`config.mk`:
```
export PLATFORM = sky130hd
export DESIGN_NAME = pipe_stall_ctrl_flat
export DESIGN_NICKNAME = d
export VERILOG_FILES = /design/src/rtl/pipe_pkg.sv /design/src/rtl/pipe_stall_ctrl_if.sv /design/src/rtl/sat_counter.sv /design/src/rtl/pipe_stall_ctrl.sv /design/src/flat_wrapper.sv
export SDC_FILE = /design/constraint.sdc
export NUM_CORES = 1
export LEC_CHECK = 0
export BUFFER_PORTS_ARGS = -buffer_cell sky130_fd_sc_hd__buf_2
export CORE_MARGIN = 2
export CORE_UTILIZATION = 40
export DETAILED_ROUTE_END_ITERATION = 7
export GPL_TIMING_DRIVEN = 0
export PLACE_DENSITY_LB_ADDON = 0.08
export SETUP_SLACK_MARGIN = 0.2
export SLEW_MARGIN = 0
export SYNTH_ARGS = -nofsm -noshare
export SYNTH_HDL_FRONTEND = slang
export SYNTH_SLANG_ARGS = --single-unit
```
`constraint.sdc`:
```
create_clock -name clk -period 1.6 [get_ports clk]
set_input_delay 0.08 -clock clk [delete_from_list [all_inputs] [get_ports clk]]
set_output_delay 0.08 -clock clk [all_outputs]
set_load 0.02 [all_outputs]
```
`src/rtl/pipe_pkg.sv`:
```
// Shared definitions for the pipeline stall/flush sequencer: the FSM state
// encoding, the NOP instruction loaded by flushed registers, and the bundle
// of per-stage enable/flush strobes with the handful of patterns it takes.
package pipe_pkg;

    typedef enum logic [1:0] {
        ST_RUN = 2'd0,
        ST_LU  = 2'd1,
        ST_MW  = 2'd2,
        ST_HLT = 2'd3
    } state_e;

    // Instruction word a flushed IF/ID or ID/EX register loads.
    localparam logic [15:0] NOP_INSTR = 16'h0000;

    typedef struct packed {
        logic pc_en;
        logic ifid_en;
        logic idex_en;
        logic exmem_en;
        logic memwb_en;
        logic ifid_flush;
        logic idex_flush;
    } ctrl_t;

    // Everything frozen: reset and data-memory wait.
    localparam ctrl_t CTRL_OFF = '{default: 1'b0};

    // Normal flow: every register advances.
    localparam ctrl_t CTRL_RUN = '{pc_en: 1'b1, ifid_en: 1'b1, idex_en: 1'b1,
                                   exmem_en: 1'b1, memwb_en: 1'b1,
                                   ifid_flush: 1'b0, idex_flush: 1'b0};

    // Front end held, bubble into ID/EX, back end drains (load-use and halt).
    localparam ctrl_t CTRL_HOLD = '{pc_en: 1'b0, ifid_en: 1'b0, idex_en: 1'b1,
                                    exmem_en: 1'b1, memwb_en: 1'b1,
                                    ifid_flush: 1'b0, idex_flush: 1'b1};

    // Taken branch: fetch the target, squash the two wrong-path instructions.
    localparam ctrl_t CTRL_BRANCH = '{pc_en: 1'b1, ifid_en: 1'b1, idex_en: 1'b1,
                                      exmem_en: 1'b1, memwb_en: 1'b1,
                                      ifid_flush: 1'b1, idex_flush: 1'b1};

endpackage

```
`src/rtl/pipe_stall_ctrl_if.sv`:
```
// Hazard/event inputs and per-stage control outputs of the stall sequencer.
// The master side is the pipeline datapath; the slave side is the sequencer.
interface pipe_stall_ctrl_if #(
    parameter int CNT_W = 16
);
    logic             hz_load_use;
    logic             br_taken;
    logic             mem_busy;
    logic             halt_req;
    logic             resume;

    logic             pc_en;
    logic             ifid_en;
    logic             idex_en;
    logic             exmem_en;
    logic             memwb_en;
    logic             ifid_flush;
    logic             idex_flush;
    logic             halted;
    logic [CNT_W-1:0] stall_cnt;
    logic [CNT_W-1:0] flush_cnt;

    modport master (
        output hz_load_use, br_taken, mem_busy, halt_req, resume,
        input  pc_en, ifid_en, idex_en, exmem_en, memwb_en,
        input  ifid_flush, idex_flush, halted, stall_cnt, flush_cnt
    );

    modport slave (
        input  hz_load_use, br_taken, mem_busy, halt_req, resume,
        output pc_en, ifid_en, idex_en, exmem_en, memwb_en,
        output ifid_flush, idex_flush, halted, stall_cnt, flush_cnt
    );
endinterface

```
`src/rtl/sat_counter.sv`:
```
// Saturating up-counter for performance monitoring: counts qualifying
// cycles, sticks at all-ones, cleared only by reset.
module sat_counter #(
    parameter int CNT_W = 16
) (
    input  logic             clk,
    input  logic             rst_n,
    input  logic             inc,
    output logic [CNT_W-1:0] count
);
    localparam logic [CNT_W-1:0] CNT_MAX = '1;

    // Count up on each qualifying cycle until the ceiling is reached.
    // NOTE: state registers use non-blocking (<=) so every flop samples its
    // inputs from before the edge, regardless of statement order.
    always_ff @(posedge clk or negedge rst_n) begin
        if (!rst_n) begin
            count <= '0;
        end else if (inc && (count != CNT_MAX)) begin
            count <= count + 1'b1;
        end
    end
endmodule

```
`src/rtl/pipe_stall_ctrl.sv`:
```
// Central stall/flush sequencer for the 5-stage 16-bit pipeline. Merges
// load-use, taken-branch, data-memory-busy and halt events into per-stage
// register enables and bubble strobes, and counts stall cycles and accepted
// branch flushes. Event priority: mem_busy > halt_req > br_taken > load-use.
module pipe_stall_ctrl
    import pipe_pkg::*;
#(
    parameter int LU_STALL_CYC = 1,  // front-end freeze length per load-use, 1..7
    parameter int CNT_W        = 16
) (
    input  logic                clk,
    input  logic                rst_n,
    pipe_stall_ctrl_if.slave    bus
);
    localparam logic [2:0] LU_RELOAD = 3'(LU_STALL_CYC - 1);

    state_e     state;
    state_e     ret_state;   // RUN or LU_STALL to resume after a memory wait
    logic [2:0] lu_cnt;      // load-use stall cycles still to go after this one

    state_e     eff_state;
    state_e     state_nx;
    state_e     ret_nx;
    logic [2:0] lu_nx;
    ctrl_t      ctrl;
    ctrl_t      ctrl_out;
    logic       br_accept;
    logic       stall_inc;

    // Decode this cycle's strobes and next state from state and event inputs.
    // NOTE: every signal gets a default at the top of the always_comb, so no
    // path through the if/else chain can leave one unassigned and infer a latch.
    always_comb begin
        ctrl      = CTRL_RUN;
        state_nx  = ST_RUN;
        ret_nx    = ret_state;
        lu_nx     = lu_cnt;
        br_accept = 1'b0;
        // The cycle memory becomes ready behaves exactly like the state it
        // interrupted, so a load-use stall resumes without losing a cycle.
        eff_state = (state == ST_MW) ? ret_state : state;

        if (state == ST_HLT) begin
            ctrl     = CTRL_HOLD;
            state_nx = bus.resume ? ST_RUN : ST_HLT;
        end else if (bus.mem_busy) begin
            ctrl     = CTRL_OFF;
            state_nx = ST_MW;
            ret_nx   = eff_state;
        end else if (bus.halt_req) begin
            // Stop fetching beyond HLT right away; the back end keeps draining.
            ctrl     = CTRL_HOLD;
            state_nx = ST_HLT;
            lu_nx    = '0;
        end else if (bus.br_taken) begin
            // The instruction in ID is wrong-path, so any load-use stall is moot.
            ctrl      = CTRL_BRANCH;
            state_nx  = ST_RUN;
            lu_nx     = '0;
            br_accept = 1'b1;
        end else if (eff_state == ST_LU) begin
            ctrl     = CTRL_HOLD;
            lu_nx    = lu_cnt - 1'b1;
            state_nx = (lu_cnt == 3'd1) ? ST_RUN : ST_LU;
        end else if (bus.hz_load_use) begin
            ctrl = CTRL_HOLD;
            if (LU_STALL_CYC > 1) begin
                lu_nx    = LU_RELOAD;
                state_nx = ST_LU;
            end
        end
    end

    // Sequencer state: async reset back to RUN with no pending stall.
    always_ff @(posedge clk or negedge rst_n) begin
        if (!rst_n) begin
            state     <= ST_RUN;
            ret_state <= ST_RUN;
            lu_cnt    <= '0;
        end else begin
            state     <= state_nx;
            ret_state <= ret_nx;
            lu_cnt    <= lu_nx;
        end
    end

    // Strobes are Mealy outputs; reset forces them all low immediately.
    assign ctrl_out = rst_n ? ctrl : CTRL_OFF;

    assign bus.pc_en      = ctrl_out.pc_en;
    assign bus.ifid_en    = ctrl_out.ifid_en;
    assign bus.idex_en    = ctrl_out.idex_en;
    assign bus.exmem_en   = ctrl_out.exmem_en;
    assign bus.memwb_en   = ctrl_out.memwb_en;
    assign bus.ifid_flush = ctrl_out.ifid_flush;
    assign bus.idex_flush = ctrl_out.idex_flush;
    assign bus.halted     = (state == ST_HLT);

    // A halted core is idle rather than stalled, so it is not counted.
    assign stall_inc = !ctrl_out.pc_en && (state != ST_HLT);

    sat_counter #(.CNT_W(CNT_W)) u_stall_cnt (
        .clk   (clk),
        .rst_n (rst_n),
        .inc   (stall_inc),
        .count (bus.stall_cnt)
    );

    sat_counter #(.CNT_W(CNT_W)) u_flush_cnt (
        .clk   (clk),
        .rst_n (rst_n),
        .inc   (br_accept),
        .count (bus.flush_cnt)
    );
endmodule

```
`src/flat_wrapper.sv`:
```
// flat-port wrapper written by rule: the top's interface ports become plain ports
module pipe_stall_ctrl_flat import pipe_pkg::*;
#(
    parameter int LU_STALL_CYC = 1,                                               
    parameter int CNT_W        = 16
)
  (clk, rst_n, bus_hz_load_use, bus_br_taken, bus_mem_busy, bus_halt_req, bus_resume, bus_pc_en, bus_ifid_en, bus_idex_en, bus_exmem_en, bus_memwb_en, bus_ifid_flush, bus_idex_flush, bus_halted, bus_stall_cnt, bus_flush_cnt);
  pipe_stall_ctrl_if #(.CNT_W(CNT_W)) bus_i ();
  input  logic clk;
  input  logic rst_n;
  input wire logic [$bits(bus_i.hz_load_use)-1:0] bus_hz_load_use;
  input wire logic [$bits(bus_i.br_taken)-1:0] bus_br_taken;
  input wire logic [$bits(bus_i.mem_busy)-1:0] bus_mem_busy;
  input wire logic [$bits(bus_i.halt_req)-1:0] bus_halt_req;
  input wire logic [$bits(bus_i.resume)-1:0] bus_resume;
  output wire logic [$bits(bus_i.pc_en)-1:0] bus_pc_en;
  output wire logic [$bits(bus_i.ifid_en)-1:0] bus_ifid_en;
  output wire logic [$bits(bus_i.idex_en)-1:0] bus_idex_en;
  output wire logic [$bits(bus_i.exmem_en)-1:0] bus_exmem_en;
  output wire logic [$bits(bus_i.memwb_en)-1:0] bus_memwb_en;
  output wire logic [$bits(bus_i.ifid_flush)-1:0] bus_ifid_flush;
  output wire logic [$bits(bus_i.idex_flush)-1:0] bus_idex_flush;
  output wire logic [$bits(bus_i.halted)-1:0] bus_halted;
  output wire logic [$bits(bus_i.stall_cnt)-1:0] bus_stall_cnt;
  output wire logic [$bits(bus_i.flush_cnt)-1:0] bus_flush_cnt;
  assign bus_i.hz_load_use = bus_hz_load_use;
  assign bus_i.br_taken = bus_br_taken;
  assign bus_i.mem_busy = bus_mem_busy;
  assign bus_i.halt_req = bus_halt_req;
  assign bus_i.resume = bus_resume;
  assign bus_pc_en = bus_i.pc_en;
  assign bus_ifid_en = bus_i.ifid_en;
  assign bus_idex_en = bus_i.idex_en;
  assign bus_exmem_en = bus_i.exmem_en;
  assign bus_memwb_en = bus_i.memwb_en;
  assign bus_ifid_flush = bus_i.ifid_flush;
  assign bus_idex_flush = bus_i.idex_flush;
  assign bus_halted = bus_i.halted;
  assign bus_stall_cnt = bus_i.stall_cnt;
  assign bus_flush_cnt = bus_i.flush_cnt;
  pipe_stall_ctrl #(.LU_STALL_CYC(LU_STALL_CYC), .CNT_W(CNT_W)) u_core (.clk(clk), .rst_n(rst_n), .bus(bus_i));
endmodule
```
==> results of run 1 <==
-- worst max path at each step --
stage                                        to  slack, ns  depth (start not counted)
global placement    u_core.u_stall_cnt.count[9]      -0.44                          7
floorplan           u_core.u_flush_cnt.count[1]      -0.11                          6
global route        u_core.u_stall_cnt.count[7]      -0.22                          6
finish              u_core.u_flush_cnt.count[1]      -0.16                          6
CTS                 u_core.u_flush_cnt.count[1]      -0.16                          6
detailed placement  u_core.u_stall_cnt.count[9]      -0.43                          7
-- where the power goes --
| group | switching (mW) | total (mW) | internal [mW] |
|---|---|---|---|
| clock network | 0.332 | 0.638 | 0.306 |
| logic | 0.789 | 1.54 | 0.748 |
| registers | 0.249 | 1.46 | 1.21 |
| total | 1.37 | 3.64 | 2.27 |
-- stage by stage --
| step | setup TNS (ns) | setup slack (ns) |
|---|---|---|
| 2_1_floorplan | -0.907 | -0.108 |
| 3_3_place_gp | -7.90 | -0.438 |
| 3_5_place_dp | -7.90 | -0.433 |
| 4_1_cts | -2.24 | -0.162 |
| 5_1_grt | -4.29 | -0.219 |
| 6_report | -2.22 | -0.162 |
-- metal layers --
layer / wire [um] / track usage [%]
met1: 2190 / 24.5
met2: 2150 / 25.0
met3: 181 / 4.02
met4: 63 / 7.14
met5: 0 / 0
-- critical path, delay by kind of cell, from the launching register on --
kind | cells | cell delay [ns]
compound gates | 2 | 0.38
buf+inv | 2 | 0.27
flops | 1 | 0.37
mux | 1 | 0.29
simple gates | 1 | 0.34
-- sequential cells by signal, indices dropped and copies added, names as in the netlist --
signal	cells
u_core.lu_cnt	3
u_core.state	2
u_core.u_flush_cnt.count	16
u_core.ret_state	2
u_core.u_stall_cnt.count	16
-- layout by cell type, fill, tap and decap left out, types with 4 or more instances in the layout --
cell / count
nand3_1: 8
mux2_4: 4
xnor2_1: 16
nor2_2: 7
nor2_4: 4
inv_1: 7
nand4_1: 11
dfrtp_1: 27
nand2_1: 17
xor2_1: 6
nor2_1: 9
nand2b_1: 4
buf_2: 42
clkbuf_8: 5
o21ai_0: 4
dfrtp_2: 12
buf_4: 29
nor3_4: 4
buf_6: 13
and3_1: 8
-- logic make-up (layout without fill, tap and decap cells) --
| kind of cell | count (synthesis) | after routing | share of synthesized area (%) |
|---|---|---|---|
| adders and majority gates | 4 | 4 | 2.50 |
| and+or+nand+nor | 89 | 89 | 23.0 |
| buffers and inverters | 14 | 102 | 4.31 |
| DFF | 39 | 39 | 48.7 |
| xor gates and xnor gates | 24 | 24 | 10.5 |
| AOI/OAI and AO/OA | 18 | 18 | 5.93 |
| muxes | 9 | 9 | 5.06 |
-- cell type report --
type | count | area, um2
repair buffers | 80 | 548
multi-input cells | 144 | 1180
well taps | 67 | 83.8
flip-flops and latches | 39 | 991
clock inverters | 1 | 5.00
fillers | 423 | 1810
clock buffers | 7 | 76.3
inverters | 8 | 30.0
plain buffers | 6 | 56.3
-- timing repair --
action,in CTS,in global routing
setup buffers,18,14
hold endpoints to repair,41,39
pin swaps,12,21
resized for setup,29,36
gates cloned,0,1
setup endpoints to repair,39,43
==> summary.txt, run 1 <==
Setup path
  • Req. time, crit path: 1.78 ns
  • Critical path start-end classification: flip-flop to flip-flop
  • R2R setup slack: -0.16 ns
  • CP Data Arrival Time: 1.94 ns
  • R2R Path End: u_core.u_flush_cnt.count[1]
  • CP cell instances: buf_6 > a21o_4 > or3_4 > a21o_1 > buf_6 > mux2_4
  • Startpoint types: flip-flop
  • Critical path peak fanout: 8
  • Crit path top cell by count: buf_6
  • FF-to-FF Start: u_core.state[0]
  • Worst setup startpoint: u_core.state[0]
  • Critical Path Max Stage Delay: 0.37 ns
  • CP Capture Type: flip-flop
  • CP max stage cell: dfrtp_1
  • R2R cell count: 6

Worst hold path
  • Hold Path Class: primary input to async pin

Finish
  • Layout cells sized above 1: 52.3%
  • Area Growth Syn to Fin: 48.5%
  • Final core occ: 62.1%
  • Post-route insts no fill: 352
  • Final net count: 295
  • Design area: 0.00297 mm2
  • Diode count: 0

CTS
  • Clock tree sinks: 39
  • Clock transition at path regs: 0.07 ns
  • H-tree depth: 2
  • CTS tree: built
  • Clk buf depth: 2
  • Post-CTS Hold Buffers: 1
  • Clk Latency, worst-skew pair: 0.29 ns
  • Root buf cell: clkbuf_8
  • CTS buffer count: 5

Run
  • Max-cap violations: 0

STA
  • Headroom to the max-slew limit: 67.3%
  • Pins over their slew limit: 0
  • Post-route worst setup slack: -0.162 ns
  • Post-Route Skew: 0.00796 ns
  • RSZ-0062 raised after global routing: true
  • Final Setup Violations: 26
  • Fmax: 568 MHz
  • Minimum hold slack: -0.308 ns
  • Final period utilization: 110%
  • Final hold violations: 39
  • Minimum clock period: 1.76 ns
  • Slew @ Worst Pin: 0.486 ns

Yosys
  • Syn_nets: 208
  • Leading area contributor after synthesis: dfrtp_1
  • EDFF count, synth: 0
  • Syn. warnings: 0
  • Netlist cell types: 35
  • Cell with the most instances after synthesis: dfrtp_1
  • Synth Register Bits: 39
  • Post-synthesis sequential area ratio: 48.7%
  • Commonest cells in the synthesized netlist: dfrtp_1, nand2_1, xnor2_1
  • Post-synthesis area per instance: 10.2 um2
  • Top FF cell, synth: dfrtp_1
  • Area contributors post-synth: dfrtp_1, xnor2_1, nand2_1, nand4_1, nand3_1
  • Post-Synthesis Cells: 197
  • FFs w/ async S/R, synth: 100%
  • Share of the synthesized area in the top cell type: 48.7%
  • Cell Area, Synth: 0.00200 mm2

Floorplanning
  • Initial core utilization: 41.9%
  • Vert. Die Dim: 74.8 um
  • Core ar.: 0.00479 mm2
  • Ports: 47
  • Row cnt: 25
  • Die Area: 0.00559 mm2
  • Die width: 74.8 um

Global route
  • Vias in the first global route: 1536
  • Largest net degree at the start of global routing: 42
  • First-pass GRT wire length: 7200 um
  • Total congestion overflow: 0
  • Initial antenna violation count: 0
  • Total Routing Usage GR: 17.1%

Status
  • Failing checks: negative hold slack, negative setup slack
  • Status: finished, violations left

Route
  • Initial DRC Count: 91
  • Routed wire length: 4580 um
  • Remaining DRCs: 0
  • ANT nets after route: 0
  • DR vias: 1719
  • Via-to-Cell Ratio: 4.88
  • WL/cell: 13.0 um
  • Initial DRT Pass Iterations: 4

Place
  • Placed cell count: 310
  • Port Buf Inserts: 46
  • Dpl cell area: 0.00236 mm2
  • GP Congestion: 0.802
  • Hpwl dp: 2890 um

Power
  • Power per Cell Area: 1220 mW/mm2
  • Pleak: 1.43 nW
  • Overall power: 3.64 mW
  • Worst ir drop on vdd: 1.01 mV
Power figures use the tool's default switching activity.
==> inputs of run 2 (changes only) <==
--- a/config.mk
+++ b/config.mk
@@ -6,12 +6,14 @@
 export NUM_CORES = 1
 export LEC_CHECK = 0
 export BUFFER_PORTS_ARGS = -buffer_cell sky130_fd_sc_hd__buf_2
+export CELL_PAD_IN_SITES_DETAIL_PLACEMENT = 1
+export CELL_PAD_IN_SITES_GLOBAL_PLACEMENT = 1
 export CORE_MARGIN = 2
-export CORE_UTILIZATION = 40
+export CORE_UTILIZATION = 37
 export DETAILED_ROUTE_END_ITERATION = 7
 export GPL_TIMING_DRIVEN = 0
 export PLACE_DENSITY_LB_ADDON = 0.08
-export SETUP_SLACK_MARGIN = 0.2
+export SETUP_SLACK_MARGIN = 0.5
 export SLEW_MARGIN = 0
 export SYNTH_ARGS = -nofsm -noshare
 export SYNTH_HDL_FRONTEND = slang
==> summary.txt, run 2 (synthesis gave the netlist of run 1 again) <==
Global route
  • Vias in the first global route: 1863
  • M2 GR Usage: 33.7%
  • Total congestion overflow: 0
  • GRT met3 Usage: 3.95%
  • M1 GR Usage: 25.7%
  • GR peak layer: met2
  • Largest net degree at the start of global routing: 42
  • Initial antenna violation count: 0
  • Total Routing Usage GR: 19.8%
  • First-pass GRT wire length: 9380 um

Finish
  • Commonest non-fill, non-tap cell in the layout: buf_2
  • Most frequent cells in the layout: buf_2, buf_6, dfrtp_1
  • Post-route insts no fill: 354
  • Diode count: 0
  • Area Growth Syn to Fin: 57.7%
  • Biggest regs: u_core.u_flush_cnt.count x16, u_core.u_stall_cnt.count x16, u_core.lu_cnt x3
  • Fillers: 558
  • Layout cells sized above 1: 58.1%
  • Final net count: 294

Power
  • Overall power: 4.00 mW
  • Power per Cell Area: 1270 mW/mm2
  • Worst ir drop on vdd: 0.846 mV
  • Pleak: 1.50 nW

CTS
  • Clock tree sinks: 39
  • H-tree depth: 2
  • Clk buf depth: 2
  • CTS buffer count: 5
  • Post-CTS Hold Buffers: 1
  • CTS tree: built
  • Root buf cell: clkbuf_8
  • Clock transition at path regs: 0.08 ns
  • Clk Latency, worst-skew pair: 0.30 ns

Route
  • Remaining DRCs: 0
  • DR vias: 1817
  • Initial DRT Pass Iterations: 4
  • WL/cell: 17.0 um
  • Routed wire length: 6010 um
  • Via-to-Cell Ratio: 5.13
  • ANT nets after route: 0
  • Initial DRC Count: 57

Setup path
  • Critical path start-end classification: flip-flop to flip-flop
  • Critical path peak fanout: 8
  • Startpoint types: flip-flop
  • CP Capture Type: flip-flop
  • R2R cell count: 6
  • R2R setup slack: -0.19 ns
  • CP Data Arrival Time: 1.97 ns
  • Req. time, crit path: 1.78 ns

STA
  • Final period utilization: 112%
  • Fmax: 559 MHz
  • Minimum hold slack: -0.318 ns
  • Headroom to the max-slew limit: 74.4%
  • Final hold violations: 39
  • Final Setup Violations: 29
  • Post-Route Skew: 0.0149 ns
  • Minimum clock period: 1.79 ns
  • Post-route worst setup slack: -0.190 ns
  • Pins over their slew limit: 0
  • RSZ-0062 raised after global routing: true
  • Slew @ Worst Pin: 0.384 ns

Run
  • Max-cap violations: 0

Worst hold path
  • Hold Path Class: primary input to async pin

Status
  • Status: finished, violations left
  • Failing checks: negative hold slack, negative setup slack

Floorplanning
  • Ports: 47
  • Core ar.: 0.00517 mm2
  • Row cnt: 26
  • Initial core utilization: 38.7%
  • Die Area: 0.00602 mm2
  • Die width: 77.6 um
  • Vert. Die Dim: 77.6 um

Place
  • Placed cell count: 313
  • Hpwl dp: 3250 um
  • GP Congestion: 0.756
  • Port Buf Inserts: 46
## run 2: final timing paths
path,start,end
max in group asynchronous,rst_n,u_core.u_flush_cnt.count[4]
worst min register to register,u_core.u_flush_cnt.count[6],u_core.u_flush_cnt.count[6]
worst min-delay path,rst_n,u_core.ret_state[1]
worst max-delay path,u_core.state[0],u_core.u_flush_cnt.count[1]
worst max register to register,u_core.state[0],u_core.u_flush_cnt.count[1]
min in group clk,bus_halt_req,u_core.state[0]
## run 2: what timing repair did
item | in CTS | in global routing
pin swaps | 37 | 27
hold endpoints to repair | 41 | 39
gates cloned | 1 | 0
setup buffers | 22 | 9
gates resized for setup | 78 | 35
endpoints found under the setup margin | 44 | 49
## run 2: layer usage
layer  vias up  part of all wire, %
li1        853                    -
met5         -                    0
met4         0                 0.98
met2        38                   52
met3         7                  3.4
met1       919                   44
## run 2: worst max-delay path: stages, from the launching register on
cell and delay (ns):
dfrtp_1 0.38, buf_6 0.13, a21o_4 0.22, or3_4 0.34
a21o_1 0.17, buf_6 0.14, mux2_4 0.29
## run 2: through the flow
step | cell area (um2) | util [%] | hold slack (ns) | TNS [ns] | setup slack [ns]
final | 3160 | 61.1 | -0.318 | -2.88 | -0.190
after global routing | 3160 | 61.1 | -0.292 | -5.36 | -0.239
after CTS | 2940 | 56.8 | -0.305 | -3.10 | -0.184
after detailed placement | 2370 | 45.7 | 0.275 | -8.45 | -0.457
after global placement | 2370 | 45.7 | 0.270 | -8.29 | -0.465
after floorplan | 2050 | - | -0.216 | -0.907 | -0.108
## run 2: final cells by class
type	count	area [um2]	area share, %
Buffer	6	63.8	2.02
Clock buffer	6	72.6	2.30
Clock inverter	2	12.5	0.396
Inverter	8	32.5	1.03
Multi-Input combinational cell	144	1290	40.8
Sequential cell	39	988	31.3
Tap cell	70	87.6	2.77
Timing Repair Buffer	79	612	19.4
## run 2: power breakdown
group	total, mW	internal, mW	switching [mW]
registers	1.53	1.21	0.317
logic	1.81	0.920	0.886
clock network	0.664	0.305	0.359
total	4.00	2.44	1.56
